--- config.mk ---
export PLATFORM = sky130hd
export DESIGN_NAME = bist_engine
export DESIGN_NICKNAME = d
export VERILOG_FILES = /design/src/rtl/bist_pkg.sv /design/src/rtl/bist_fsr.sv /design/src/rtl/bist_engine.sv
export SDC_FILE = /design/constraint.sdc
export NUM_CORES = 1
export LEC_CHECK = 0
export CAP_MARGIN = 25
export CELL_PAD_IN_SITES_DETAIL_PLACEMENT = 1
export CELL_PAD_IN_SITES_GLOBAL_PLACEMENT = 2
export CORE_AREA = 10 10 107 109
export DETAILED_ROUTE_END_ITERATION = 12
export DIE_AREA = 0 0 117 119
export GPL_ROUTABILITY_DRIVEN = 0
export PLACE_DENSITY = 0.82
export SLEW_MARGIN = 25
export SYNTH_ARGS = -nofsm -noshare
export SYNTH_HDL_FRONTEND = slang
export SYNTH_SLANG_ARGS = --single-unit
export TNS_END_PERCENT = 1
--- constraint.sdc ---
create_clock -name clk -period 2.4 [get_ports clk]
set_input_delay 0.48 -clock clk [delete_from_list [all_inputs] [get_ports clk]]
set_output_delay 0.48 -clock clk [all_outputs]
set_load 0.01 [all_outputs]
--- src/rtl/bist_pkg.sv ---
// bist_pkg: shared state encoding and default 8/5 LFSR/MISR constants for the BIST engine.
package bist_pkg;
  typedef enum logic [2:0] {IDLE, LOAD, RUN, CMP, DONE} state_t;
  localparam logic [7:0] DEF_TAPS = 8'hB8;
  localparam logic [7:0] DEF_SEED = 8'h01;
  localparam logic [4:0] DEF_POLY = 5'h14;
  localparam logic [4:0] DEF_INIT = 5'h00;
endpackage

--- src/rtl/bist_fsr.sv ---
// bist_fsr: feedback shift register, an LFSR with d tied to zero or a MISR when d carries a response.
module bist_fsr #(
  parameter int W = 8,
  parameter logic [W-1:0] MASK = '0,
  parameter logic [W-1:0] INIT = '0
) (
  input  logic         clk,
  input  logic         rst,
  input  logic         load,
  input  logic         step,
  input  logic [W-1:0] d,
  output logic [W-1:0] q
);
  always_ff @(posedge clk)
    if (rst || load) q <= INIT;
    else if (step) q <= {q[W-2:0], ^(q & MASK)} ^ d;
endmodule

--- src/rtl/bist_engine.sv ---
// bist_engine: LFSR pattern generator plus MISR compactor with run control, abort and golden compare.
module bist_engine
  import bist_pkg::*;
#(
  parameter int LFSR_W = 8,
  parameter int SIG_W = 5,
  parameter int CNT_W = 16,
  parameter logic [LFSR_W-1:0] TAPS = DEF_TAPS,
  parameter logic [SIG_W-1:0] POLY = DEF_POLY,
  parameter logic [LFSR_W-1:0] SEED = DEF_SEED,
  parameter logic [SIG_W-1:0] INIT = DEF_INIT
) (
  input  logic              clk,
  input  logic              rst,
  input  logic              start,
  input  logic              abort,
  input  logic [CNT_W-1:0]  test_cycles,
  input  logic [SIG_W-1:0]  golden,
  input  logic [SIG_W-1:0]  dut_resp,
  output logic [LFSR_W-1:0] pattern,
  output logic              pattern_valid,
  output logic              busy,
  output logic              done,
  output logic              pass,
  output logic [SIG_W-1:0]  signature,
  output logic [CNT_W-1:0]  cycles_run
);
  localparam logic [LFSR_W-1:0] SEED_NZ = (SEED == '0) ? LFSR_W'(1) : SEED;
  state_t state, nxt;
  logic [CNT_W-1:0] len, cnt;
  logic pass_r, ld, accept;
  assign pattern_valid = state == RUN;
  assign busy = state inside {LOAD, RUN, CMP};
  assign done = state == DONE;
  assign pass = pass_r;
  assign cycles_run = cnt;
  assign ld = state == LOAD && !abort;
  assign accept = (state == IDLE || state == DONE) && start && !abort;
  always_comb begin
    nxt = state;
    case (state)
      IDLE:    nxt = start ? LOAD : IDLE;
      LOAD:    nxt = (len == '0) ? CMP : RUN;
      RUN:     nxt = (cnt == len - CNT_W'(1)) ? CMP : RUN;
      CMP:     nxt = DONE;
      DONE:    nxt = start ? LOAD : DONE;
      default: nxt = IDLE;
    endcase
    nxt = abort ? IDLE : nxt;
  end
  always_ff @(posedge clk)
    if (rst) begin
      state  <= IDLE;
      len    <= '0;
      cnt    <= '0;
      pass_r <= 1'b0;
    end else begin
      state  <= nxt;
      if (accept) len <= test_cycles;
      if (ld) cnt <= '0;
      else if (pattern_valid) cnt <= cnt + CNT_W'(1);
      // pass only survives while sitting in DONE; any exit clears it
      pass_r <= (state == CMP && !abort) ? (signature == golden) :
                (state == DONE && !abort && !start) ? pass_r : 1'b0;
    end
  bist_fsr #(.W(LFSR_W), .MASK(TAPS), .INIT(SEED_NZ)) u_lfsr (
    .clk(clk), .rst(rst), .load(ld), .step(pattern_valid), .d('0), .q(pattern)
  );
  bist_fsr #(.W(SIG_W), .MASK(POLY), .INIT(INIT)) u_misr (
    .clk(clk), .rst(rst), .load(ld), .step(pattern_valid), .d(dut_resp), .q(signature)
  );
endmodule

==> results_dict.tcl <==
set metrics [dict create \
    share_comb_of_total_power 0.168 \
    antenna_found_initial 0 \
    drive_above_1_share 0.08247 \
    synthSimpleGateAreaFrac 0.2892 \
    slew_violations 0 \
    layout.cells.most_common_list "64 x sky130_fd_sc_hd__nand2_1, 62 x sky130_fd_sc_hd__clkdlybuf4s50_1, 47 x sky130_fd_sc_hd__dfxtp_1, 33 x sky130_fd_sc_hd__nor2_1, 33 x sky130_fd_sc_hd__a21oi_1" \
    drt_iter0_drc 89 \
    port_buffer_cells 62 \
    synth_compound_gate_area_share 0.1279 \
    dp_slack_ns -0.06397 \
    peakVddDrop_mv 0.2273 \
    n_fill_cell 1147 \
    worst-slew-pin-transition_ns 0.5745 \
    final-seq-area_um2 983.4 \
    avgRoutedWirePerCell_um 14.93 \
    startpoint_type "flip-flop" \
    startpoint "len[0]" \
    dieHeight_um 119 \
    power.static_leakage_nw 1.136 \
    timing.fmax_ghz 0.4484 \
    placeableCoreArea_mm2 0.009459 \
    clkPwrFrac 0.315 \
    hold_path.class "flip-flop to flip-flop" \
    setup_viol_count_final 0 \
    synthesis_to_layout_area_growth_pct 35.46 \
    die_x_um 117 \
    yosys-top-cells-area "sky130_fd_sc_hd__dfxtp_1 39%, sky130_fd_sc_hd__xnor2_1 9.6%, sky130_fd_sc_hd__nand2_1 9.4%, sky130_fd_sc_hd__a21oi_1 6.5%, sky130_fd_sc_hd__nor2_1 4.9%" \
    timing_hold_violations_final 0 \
    fin_crit_sh 0.9292 \
    cts_num_sinks 49 \
    synth_xor_xnor_area_share 0.1446 \
    sequentialPowerShare 0.517 \
    syn-mean-instance-area_um2 7.900 \
    type_of_destination_of_the_critical_path "flip-flop" \
    fin_worst_hold_slack_ns 0.4824 \
    starting_utilization_of_the_core_area 0.2689 \
    switchingPower_mw 0.4733 \
    grt_use_total 0.1122 \
    cts-root-buf "sky130_fd_sc_hd__clkbuf_8" \
    clkLatencyLatePin_ns 0.31 \
    min_period_ns 2.230 \
    swShare 0.2849 \
    rr_endpoint "state[0]" \
    grt_max_degree 22 \
    mostFrequentLayoutCell "sky130_fd_sc_hd__nand2_1" \
    critical_path_arrival_ns 2.46 \
    stdcell_count 502 \
    rsz0062_at_grt "false" \
    power_per_cell_area_mw_per_mm2 482.0 \
    synth.ff_latch_count 49 \
    synth_top_cell_area_share 0.3856 \
    layout_setup_ws_ns 0.1700 \
    synth.mux.area_fraction 0.008362 \
    reg2reg_from "len[0]" \
    power.internal_mw 1.188 \
    critPathMaxFanout 5 \
    clockBufferDepth 2 \
    postSynthNetCount 354 \
    distinct_cell_type_count_after_synthesis 47 \
    synth_flop_cell "sky130_fd_sc_hd__dfxtp_1" \
    multiInputGateArea_mm2 0.001484 \
    finalClockSkew_ns 0.008791 \
    reg2reg_slack_ns 0.17 \
    grt_pass1_vias 2636 \
    post-dp-hpwl_mm 5.941 \
    dp_cells 494 \
    yosys.area_share.adder 0.009838 \
    worst_setup_path_endpoint "state[0]" \
    setup.worst_path.class "flip-flop to flip-flop" \
    die_area_mm2 0.01392 \
    synth_top_area_cell "sky130_fd_sc_hd__dfxtp_1" \
    yosysSeqAreaShare 0.3856 \
    cts.clk_slew.worst_paths_ns 0.10 \
    async_set_or_reset_register_ratio_after_synthesis 0 \
    worst_ep_required_time_ns 2.63 \
    std_cell_rows 36 \
    synth_top_family_by_area "simple AND/OR/NAND/NOR gates" \
    final_stage_net_count 419 \
    number_of_buffers_created_by_cts 5 \
    cts_htree_levels 2 \
    synth-edff-count 0 \
    global_route_wire_length_before_repair_mm 12.89 \
    io_pins 63 \
    ff2ff_path_depth 8 \
    antenna-diode-count 0 \
    yosys_warnings 0 \
    maxCapViolCount 0 \
    drtAntennaViolNets 0 \
    total_routed_wirelength_mm 7.493 \
    num_vias 2437 \
    mappedNetlistArea_mm2 0.002544 \
    drc_errors 0 \
    run_status "complete, no violations" \
    tritoncts_clock_tree "done" \
    cell_count_after_synthesis 322 \
    first_pass_iters 4 \
    timing.max_slew.rel_slack 0.6168 \
    via_per_inst 4.855 \
    global_route.overflow_total 0 \
]
[kinds of logic after synthesis]
kind of cell,count (synthesis)
AO/OA/AOI/OAI,55
buffers and inverters,21
XOR/XNOR,42
flip-flops,49
adder cells (fa/ha/maj),2
multiplexers,2
AND/OR/NAND/NOR,151
[power by group through the flow]
stage,logic [mW],registers (mW),clock network [mW]
final,0.279,0.859,0.523
after global routing,0.316,0.864,0.590
after CTS,0.281,0.859,0.550
after detailed placement,0.280,0.878,0
after global placement,0.274,0.877,0
after floorplan,0.171,0.869,0
[repair_timing]
| action | CTS | global route |
|---|---|---|
| buffers inserted | 0 | 0 |
| endpoints found under the hold margin | 0 | 0 |
| endpoints found under the setup margin | 0 | 2 |
| hold buffers | 0 | 0 |
| gates resized for setup | 0 | 4 |
[cell usage after synthesis (all sizes together), types with 4 or more instances]
| cell type | count |
|---|---|
| nor4 | 5 |
| a211oi | 4 |
| xor2 | 14 |
| dfxtp | 49 |
| nand4 | 7 |
| nand2 | 64 |
| nand3b | 4 |
| xnor2 | 28 |
| a21oi | 33 |
| nor2 | 33 |
| nand3 | 11 |
| o21ai | 5 |
| inv | 5 |
| and3 | 4 |
| nor3 | 4 |
| clkbuf | 13 |
[worst max-delay path, cell delays in order, from the launching register on]
cell and delay [ns]:
sky130_fd_sc_hd__dfxtp_2 0.38, sky130_fd_sc_hd__inv_1 0.05, sky130_fd_sc_hd__ha_1 0.29, sky130_fd_sc_hd__xor2_1 0.14
sky130_fd_sc_hd__nand3_1 0.09, sky130_fd_sc_hd__or4_1 0.56, sky130_fd_sc_hd__nor4_4 0.26, sky130_fd_sc_hd__nand4_1 0.13
sky130_fd_sc_hd__o31ai_2 0.25
[sequential cells by signal (all words and copies together), names as in the netlist]
name	count
len	16
u_misr.q	5
cycles_run	16
state	3
pass	1
u_lfsr.q	8
[through the flow]
stage | utilization | TNS [ns] | area, µm² | total power [mW]
after floorplan | - | 0 | 2544 | 1.040
after global placement | 0.3532 | -0.01805 | 3341 | 1.151
after detailed placement | 0.3532 | -0.06397 | 3341 | 1.157
after CTS | 0.3631 | 0 | 3435 | 1.690
after global routing | 0.3643 | 0 | 3446 | 1.770
final | 0.3643 | 0 | 3446 | 1.661
[final cells by class]
type,count,share of cell area
Inverter,6,0.006536
Tap cell,114,0.04139
Clock buffer,5,0.01997
Timing Repair Buffer,73,0.2088
Multi-Input combinational cell,252,0.4306
Sequential cell,49,0.2854
Clock inverter,3,0.007262
[routing by layer]
layer  up-vias  share of wire  GRT usage  wire (µm)
li1       1220              -          -          -
met4         0          0.012    0.02782         89
met5         -              0          0          0
met1      1154           0.46     0.1357       3416
met2        54           0.46     0.1836       3465
met3         9          0.070    0.04066        521
[worst min-delay path by stage]
stage                startpoint           to  slack, ns  cells past startpoint
finish              u_lfsr.q[1]  u_lfsr.q[2]       0.48                      2
global route             len[0]       len[0]       0.51                      2
CTS                 u_lfsr.q[1]  u_lfsr.q[2]       0.49                      2
detailed placement  u_lfsr.q[0]  u_lfsr.q[1]       0.47                      2
global placement    u_lfsr.q[1]  u_lfsr.q[2]       0.46                      2
floorplan                len[5]       len[5]       0.46                      2
No activity file was read; power rests on OpenSTA's default activity.
